==> src/rtl/marquee_scroller.sv <==
// Scrolling seven-segment message engine: a writable pattern RAM is shifted
// across DIGITS displays on prescaler ticks or on demand, in either direction.
module marquee_scroller #(
   parameter int DIGITS     = 6,
   parameter int MSG_LEN    = 16,
   parameter int RATE_DIV   = 49999999,
   parameter int ACTIVE_LOW = 1,
   localparam int LEN_W     = $clog2(MSG_LEN + 1),
   localparam int ADDR_W    = $clog2(MSG_LEN)
) (
   input  logic                  CLK50,
   input  logic                  RST,
   input  logic                  run,
   input  logic                  dir,
   input  logic                  step_req,
   input  logic [LEN_W-1:0]      len,
   input  logic                  wr_en,
   input  logic [ADDR_W-1:0]     wr_addr,
   input  logic [6:0]            wr_data,
   output logic [7*DIGITS-1:0]   seg,
   output logic                  step,
   output logic                  wrap
);

   localparam int CNT_W = (RATE_DIV > 0) ? $clog2(RATE_DIV + 1) : 1;
   localparam int SEG_W = 7 * DIGITS;

   logic [CNT_W-1:0]  cnt_q, cnt_d;
   logic [ADDR_W-1:0] ptr_q, ptr_d;
   logic [SEG_W-1:0]  disp_q, disp_d;
   logic              step_q;
   logic              wrap_q, wrap_d;
   logic [6:0]        mem_q [MSG_LEN];

   logic              tick;
   logic              adv;
   logic              len_zero;
   logic              ptr_oob;
   logic [ADDR_W-1:0] rd_idx;
   logic [ADDR_W-1:0] last_idx;
   logic [6:0]        enter;

   // advance decision, entering pattern and next-state
   always_comb begin
      tick     = (cnt_q == CNT_W'(RATE_DIV));
      adv      = (tick && run) || step_req;
      cnt_d    = (tick || step_req) ? '0 : cnt_q + CNT_W'(1);
      len_zero = (len == '0);
      ptr_oob  = (LEN_W'(ptr_q) >= len);
      last_idx = ADDR_W'(len - LEN_W'(1));
      // a pointer left beyond a shortened message restarts from index 0
      rd_idx   = ptr_oob ? '0 : ptr_q;
      enter    = len_zero ? 7'd0 : mem_q[rd_idx];

      ptr_d  = ptr_q;
      disp_d = disp_q;
      wrap_d = 1'b0;
      if (adv) begin
         if (dir) disp_d = {enter, disp_q[SEG_W-1:7]};
         else     disp_d = {disp_q[SEG_W-8:0], enter};

         if (len_zero)   ptr_d = '0;
         else if (ptr_oob) ptr_d = (len == LEN_W'(1)) ? '0 : ADDR_W'(1);
         else if (!dir)  ptr_d = (ptr_q == last_idx) ? '0 : ptr_q + ADDR_W'(1);
         else            ptr_d = (ptr_q == '0) ? last_idx : ptr_q - ADDR_W'(1);

         wrap_d = !len_zero && (dir ? (rd_idx == '0) : (rd_idx == last_idx));
      end
   end

   // state registers
   always_ff @(posedge CLK50) begin
      if (RST) begin
         cnt_q  <= '0;
         ptr_q  <= '0;
         disp_q <= '0;
         step_q <= 1'b0;
         wrap_q <= 1'b0;
      end else begin
         cnt_q  <= cnt_d;
         ptr_q  <= ptr_d;
         disp_q <= disp_d;
         step_q <= adv;
         wrap_q <= wrap_d;
      end
   end

   // message RAM: read is combinational from the old contents, so a same-edge
   // write to the read address is seen only on a later advance
   always_ff @(posedge CLK50) begin
      if (wr_en) mem_q[wr_addr] <= wr_data;
   end

   assign seg  = (ACTIVE_LOW != 0) ? ~disp_q : disp_q;
   assign step = step_q;
   assign wrap = wrap_q;

endmodule

==> config.mk <==
export PLATFORM = sky130hd
export DESIGN_NAME = marquee_scroller
export DESIGN_NICKNAME = d
export VERILOG_FILES = /design/src/rtl/marquee_scroller.sv
export SDC_FILE = /design/constraint.sdc
export NUM_CORES = 1
export LEC_CHECK = 0
export ABC_AREA = 0
export CAP_MARGIN = 20
export CORE_ASPECT_RATIO = 0.8
export CORE_MARGIN = 4
export CORE_UTILIZATION = 41
export CTS_CLUSTER_SIZE = 8
export DETAILED_ROUTE_END_ITERATION = 10
export GPL_TIMING_DRIVEN = 0
export PLACE_DENSITY_LB_ADDON = 0.2
export SLEW_MARGIN = 40
export SYNTH_ARGS = -nofsm -noshare
export SYNTH_HDL_FRONTEND = slang
export SYNTH_SLANG_ARGS = --single-unit
==> constraint.sdc <==
create_clock -name CLK50 -period 4.25 [get_ports CLK50]
set_input_delay 1.0625 -clock CLK50 [delete_from_list [all_inputs] [get_ports CLK50]]
set_output_delay 1.0625 -clock CLK50 [all_outputs]
set_load 0.005 [all_outputs]
==> summary.md, run 1 <==
| Metric | Value |
|---|---|
| Setup bufs post-CTS | 0 |
| Initial antenna violation count | 0 |
| Final Hold Vio Count | 0 |
| Finish-stage setup viols | 0 |
| Final core occ | 50.4% |
| Peak supply drop | 0.344 mV |
| Cells after Synth | 732 |
| Cell area after placement | 9460 µm² |
| Core area | 20000 µm² |
| IO buf count | 65 |
| WP data required | 4540 ps |
| Antenna cells | 0 |
| Clock latency on the worst-skew pair | 440 ps |
| Die area | 23000 µm² |
| Final Critical Period | 3510 ps |
| Initial DRC count | 687 |
| Element type at the critical path end | register |
| CTS H-tree depth | 4 |
| Reg clk slew, reported paths | 80 ps |
| Vias per Instance | 5.60 |
| Initial core utilization | 42.2% |
| R2R setup slack | 930 ps |
| Area share of the largest cell type after synthesis | 39.8% |
| Critical path's top delay family | compound AO/OA/AOI/OAI gates |
| Non-Filler Instances | 1093 |
| Final clock skew | 12.4 ps |
| Worst Path Class, Setup | in2reg |
| Vias in the first global route | 6113 |
| Unrepaired setup endpoints after global routing | false |
| Cell count of the worst reg-to-reg path | 10 |
| Clock sinks | 186 |
| Status | finished clean |
| Ys Warns | 0 |
| CP startpoint kind | input port |
| Min-Delay Path Depth | 1 |
| Syn Nets | 763 |
| Max Root-Sink Buffers | 2 |
| Hold Buf Count CTS | 0 |
| Final nets | 847 |
| Post-cts sizing count | 0 |
| Setup TNS | 0 ps |
| DP Wirelength | 15600 µm |
| Mapped cell area | 8460 µm² |
| Synth top area cells | edfxtp_1, dfxtp_1, nor2_1, mux2i_1, mux2_2 |
| FP Rows | 46 |
| I/O Pins | 66 |
| Die W | 169 µm |
| Period utilisation layout | 82.7% |
| GP Congestion | 0.873 |
| Worst Path Buf+Inv | 1 |
| Worst path max stage delay | 680 ps |
| Wire length of the first global-routing pass | 34400 µm |
| Post-synth EDFFs | 112 |
| Largest net degree at the start of global routing | 20 |
| CTS root buf | clkbuf_16 |
| First-pass iteration count of the detailed router | 5 |
| Worst slew pin tran | 857 ps |
| Max FO, Critical Path | 8 |
| Critical path arrival | 3800 ps |
| Total routed wirelength | 21900 µm |
| Max Slew Vio Count | 0 |
| Pwr dens | 421 nW/µm² |
| Syn Area/Cell | 11.6 µm² |
| Dpl cells | 1061 |
| GRT Total Usage | 19.4% |
| Final Instance Area | 10100 µm² |
| Post-route DRC | 0 |
| DIE HEIGHT | 136 µm |
| Worst hold slack | 454 ps |
| GRT Residual Overflow | 0 |
| Num CTS Buffers | 17 |
| Area leader, netlist | edfxtp_1 |
| Worst path slowest cell | clkdlybuf4s50_1 |
| Share of layout cells above drive strength 1 | 13.0% |
| Vias | 6121 |
| Leakage | 3.44 nW |
| Max Cap Viol | 0 |
| Routed Antenna Nets | 0 |
| Yosys reg bits | 186 |
| Post-synthesis sequential area ratio | 57.3% |
| Relative slew slack | 42.8% |
| Synth-to-layout area growth | 19.2% |
| Class of the worst hold path | reg2reg |
| Fmax | 0.285 GHz |
| CTS tree | yes |
| Synth cell types | 70 |
| Synth Flop Type | edfxtp_1 |
| Critical-path cell list | clkdlybuf4s50_1, ha_1, nand2b_4, a2111o_1, nand2_1, a2bb2oi_1, o22ai_1, o32ai_1 |
| Post-DR wirelength/cell | 20.0 µm |
| Stages on the worst setup path | 8 |
| Synth async-reset ratio | 0% |
[power breakdown]
part           leakage [nW]  internal, mW  total, mW  switching (mW)
clock network         0.305         0.903       1.66           0.760
registers              1.62          1.97       2.01          0.0443
logic                  1.52         0.246      0.572           0.326
total                  3.44          3.12       4.25            1.13
[metal layers]
metal	track usage, %	vias to the layer above	wire [µm]
li1	-	2874	-
met1	27.0	3034	10300
met2	30.8	193	10000
met3	4.53	20	1300
met4	4.91	0	199
met5	0	-	0
[cells in the final DEF (no fill, tap or decap), types with 3 or more instances in the layout]
cell type        instances
or3_1                    6
ha_1                     9
o21a_1                   6
nand2b_1                 6
inv_8                    6
mux4_2                   8
inv_1                   53
a31oi_1                  4
clkbuf_16               17
nor3_2                   5
mux2i_1                 32
xor2_1                  14
mux2_2                  24
clkbuf_1                15
a2bb2oi_1                5
nand2_1                 26
buf_2                   21
nand4_1                  3
a211oi_1                32
xnor2_1                 14
o32ai_1                  5
a21oi_1                 31
nor2_1                  90
nand3_1                 10
edfxtp_1               112
and4_1                   6
and2_1                   6
dfxtp_1                 74
o221ai_1                 7
clkdlybuf4s50_1         65
o21ai_0                 17
o22ai_1                 25
nor3_1                  19
[final timing paths]
check	to	start
setup / recovery	disp_q[36]$_SDFFE_PP0N_	len[0]
hold / removal	cnt_q[0]$_SDFF_PP0_	cnt_q[0]$_SDFF_PP0_
setup reg to reg	disp_q[36]$_SDFFE_PP0N_	ptr_q[0]$_SDFFE_PP0N_
hold reg to reg	cnt_q[0]$_SDFF_PP0_	cnt_q[0]$_SDFF_PP0_
[worst register-to-register path, stage by stage, from the launching register on]
cell	delay [ps]
dfxtp_1	380
buf_2	190
buf_2	300
inv_1	220
ha_1	340
nand2b_4	170
a2111o_1	530
nand2_1	320
a2bb2oi_1	110
o22ai_1	430
o32ai_1	180
[state kept, by name, indices dropped and copies added, names as in the netlist]
register and cells:
mem_q 112, disp_q 42, cnt_q 26, ptr_q 4, step 1, wrap 1
[Yosys cell counts (all sizes together), types with 7 or more instances]
library cell    n
a211oi         33
a21oi          32
buf            23
clkbuf         15
dfxtp          74
edfxtp        112
ha              9
inv            53
mux2           24
mux2i          32
mux4            8
nand2          27
nand2b          7
nand3          10
nor2           92
nor3           24
o21ai          17
o221ai          7
o22ai          25
or3             7
xnor2          14
xor2           14
[through the flow]
step | setup WS (ps) | power [mW]
4_1_cts | 871 | 4.27
2_1_floorplan | 1460 | 2.38
6_report | 736 | 4.25
3_5_place_dp | 428 | 2.61
5_1_grt | 720 | 4.40
3_3_place_gp | 495 | 2.60
[layout make-up]
type | count | area, µm²
clock inverters | 15 | 199
flip-flops and latches | 186 | 4840
multi-input cells | 454 | 3250
well taps | 264 | 330
clock buffers | 17 | 425
inverters | 54 | 203
fillers | 1747 | 9940
plain buffers | 38 | 180
repair buffers | 65 | 651
[cells by family (layout without fill, tap and decap cells)]
logic type / after synthesis / after routing / share of synthesized area (%)
muxes: 64 / 64 / 9.11
xor gates and xnor gates: 29 / 29 / 3.16
DFF: 186 / 186 / 57.3
adders and majority gates: 9 / 9 / 1.33
buffers and inverters: 92 / 189 / 4.53
and+or+nand+nor: 195 / 195 / 11.1
AOI/OAI and AO/OA: 157 / 157 / 13.5
No activity file was read; power rests on OpenSTA's default activity.
==> run 2: changes to the inputs <==
==> constraint.sdc (replaced) <==
create_clock -name CLK50 -period 3.2 [get_ports CLK50]
set_input_delay 0.8 -clock CLK50 [delete_from_list [all_inputs] [get_ports CLK50]]
set_output_delay 0.8 -clock CLK50 [all_outputs]
set_load 0.005 [all_outputs]
==> summary.md, run 2 (synthesized netlist as in run 1, its figures left out) <==
| Metric | Value |
|---|---|
| Routed Antenna Nets | 0 (unchanged) |
| Die area | 23000 µm² (unchanged) |
| Final Hold Vio Count | 0 (unchanged) |
| Initial DRC count | 650 (was 687) |
| Worst setup path end | disp_q[36]$_SDFFE_PP0N_ (unchanged) |
| Reg clk slew, reported paths | 80 ps (about the same) |
| CTS tree | yes (unchanged) |
| Initial core utilization | 42.2% (unchanged) |
| GRT Total Usage | 19.4% (about the same) |
| Initial antenna violation count | 0 (unchanged) |
| FP Rows | 46 (unchanged) |
| Finish-stage setup viols | 0 (unchanged) |
| Stages on the worst setup path | 8 (unchanged) |
| Top Registers | mem_q x112, disp_q x42, cnt_q x26 (unchanged) |
| Tot Pwr | 5.66 mW (was 4.25 mW) |
| Critical-path cell list | clkdlybuf4s50_1, ha_1, nand2b_4, a2111o_1, a21oi_4, a2bb2oi_1, o22ai_2, o32ai_1 (was clkdlybuf4s50_1, ha_1, nand2b_4, a2111o_1, nand2_1, a2bb2oi_1, o22ai_1, o32ai_1) |
| Dpl cells | 1061 (unchanged) |
| Max FO, Critical Path | 6 (was 8) |
| WP data required | 3540 ps (was 4540 ps) |
| First-pass iteration count of the detailed router | 7 (was 5) |
| Share of layout cells above drive strength 1 | 13.8% (was 13.0%) |
| Element type at the critical path end | register (unchanged) |
| Unrepaired setup endpoints after global routing | false (unchanged) |
| Wire length of the first global-routing pass | 34400 µm (about the same) |
| Final nets | 851 (was 847) |
| I/O Pins | 66 (unchanged) |
| IO buf count | 65 (unchanged) |
| CTS root buf | clkbuf_16 (unchanged) |
| Pwr dens | 558 nW/µm² (was 421 nW/µm²) |
| Num CTS Buffers | 17 (unchanged) |
| Worst hold slack | 454 ps (about the same) |
| Leakage | 3.46 nW (was 3.44 nW) |
| Worst Path Class, Setup | in2reg (unchanged) |
| Antenna cells | 0 (unchanged) |
| Core area | 20000 µm² (unchanged) |
| Critical path's top delay family | compound AO/OA/AOI/OAI gates (unchanged) |
| R2R setup slack | 170 ps (was 930 ps) |
| Max reg flops | 112 (unchanged) |
| Relative slew slack | 42.7% (was 42.8%) |
| Peak supply drop | 0.457 mV (was 0.344 mV) |
| Largest net degree at the start of global routing | 20 (unchanged) |
| Commonest non-fill, non-tap cell in the layout | edfxtp_1 (unchanged) |
| Worst Setup SP | len[0] (unchanged) |
| Cell count of the worst reg-to-reg path | 10 (unchanged) |
| Clock latency on the worst-skew pair | 440 ps (about the same) |
| Critical path arrival | 3440 ps (was 3800 ps) |
| Clock sinks | 186 (unchanged) |
| Post-DR wirelength/cell | 20.0 µm (about the same) |
| Hold Buf Count CTS | 0 (unchanged) |
| Max Root-Sink Buffers | 2 (unchanged) |
| Reg2reg end | disp_q[36]$_SDFFE_PP0N_ (unchanged) |
| Status | finished clean (unchanged) |
| Final Instance Area | 10100 µm² (about the same) |
| Vias | 6162 (was 6121) |
| Non-Filler Instances | 1097 (was 1093) |
| Worst slew pin tran | 859 ps (was 857 ps) |
| DP Wirelength | 15600 µm (unchanged) |
| GP Congestion | 0.873 (unchanged) |
| CTS H-tree depth | 4 (unchanged) |
| Most frequent cells in the layout | edfxtp_1, nor2_1, dfxtp_1, clkdlybuf4s50_1, inv_1 (unchanged) |
| Max Cap Viol | 0 (unchanged) |
| Fmax | 0.322 GHz |
| Setup TNS | 0 ps (unchanged) |
| Final clock skew | 12.2 ps (was 12.4 ps) |
| Vias in the first global route | 6116 (was 6113) |
| Min-Delay Path Depth | 1 (unchanged) |
| Class of the worst hold path | reg2reg (unchanged) |
| GRT Residual Overflow | 0 (unchanged) |
| CP startpoint kind | input port (unchanged) |
| Final Critical Period | 3110 ps |
| Max Slew Vio Count | 0 (unchanged) |
| DIE HEIGHT | 136 µm (unchanged) |
| Vias per Instance | 5.62 (was 5.60) |
| Worst path slowest cell | clkdlybuf4s50_1 (unchanged) |
| FF-to-FF Start | ptr_q[0]$_SDFFE_PP0N_ (unchanged) |
| Die W | 169 µm (unchanged) |
| Total routed wirelength | 21900 µm (about the same) |
| Period utilisation layout | 97.1% |
| Cell area after placement | 9460 µm² (unchanged) |
| Worst Path Buf+Inv | 1 (unchanged) |
| Biggest register | mem_q (unchanged) |
| Post-route DRC | 0 (unchanged) |
| Synth-to-layout area growth | 19.8% (was 19.2%) |
| Worst path max stage delay | 680 ps (about the same) |
run 2: final cells by class:
type / instances / area, µm²
Fill cell: 1747 / 9890
Sequential cell: 186 / 4840
Multi-Input combinational cell: 454 / 3260
Timing Repair Buffer: 69 / 681
Clock buffer: 17 / 425
Tap cell: 264 / 330
Inverter: 54 / 206
Clock inverter: 15 / 199
Buffer: 38 / 186
run 2: repair_timing:
item	4_1_cts	5_1_grt
endpoints found under the hold margin	0	0
pin swaps	0	1
buffers inserted	0	4
endpoints found under the setup margin	2	13
resized for setup	1	5
gates cloned	0	0
run 2: worst min-delay path by stage:
stage,from,end
after floorplan,cnt_q[0]$_SDFF_PP0_,cnt_q[0]$_SDFF_PP0_
after global placement,cnt_q[0]$_SDFF_PP0_,cnt_q[0]$_SDFF_PP0_
after detailed placement,cnt_q[0]$_SDFF_PP0_,cnt_q[0]$_SDFF_PP0_
after CTS,cnt_q[0]$_SDFF_PP0_,cnt_q[0]$_SDFF_PP0_
after global routing,cnt_q[0]$_SDFF_PP0_,cnt_q[0]$_SDFF_PP0_
final,cnt_q[0]$_SDFF_PP0_,cnt_q[0]$_SDFF_PP0_
run 2: stage by stage:
stage | utilization, % | setup WS [ps]
2_1_floorplan | - | 675
3_3_place_gp | 47.1 | -292
3_5_place_dp | 47.2 | -360
4_1_cts | 50.4 | 28.8
5_1_grt | 50.6 | 7.26
6_report | 50.6 | 91.6
run 2: routing by layer:
metal | global-route usage (%) | vias up | routed length (µm)
met1 | 27.0 | 3077 | 10300
met4 | 4.91 | 0 | 183
met5 | 0 | - | 0
met3 | 4.53 | 16 | 1220
met2 | 30.9 | 193 | 10200
li1 | - | 2876 | -
run 2: report_power, final:
part / internal [mW] / switching (mW) / leakage (nW) / total [mW]
Clock: 1.20 / 1.01 / 0.305 / 2.21
Combinational: 0.336 / 0.437 / 1.54 / 0.774
Sequential: 2.61 / 0.0596 / 1.62 / 2.67
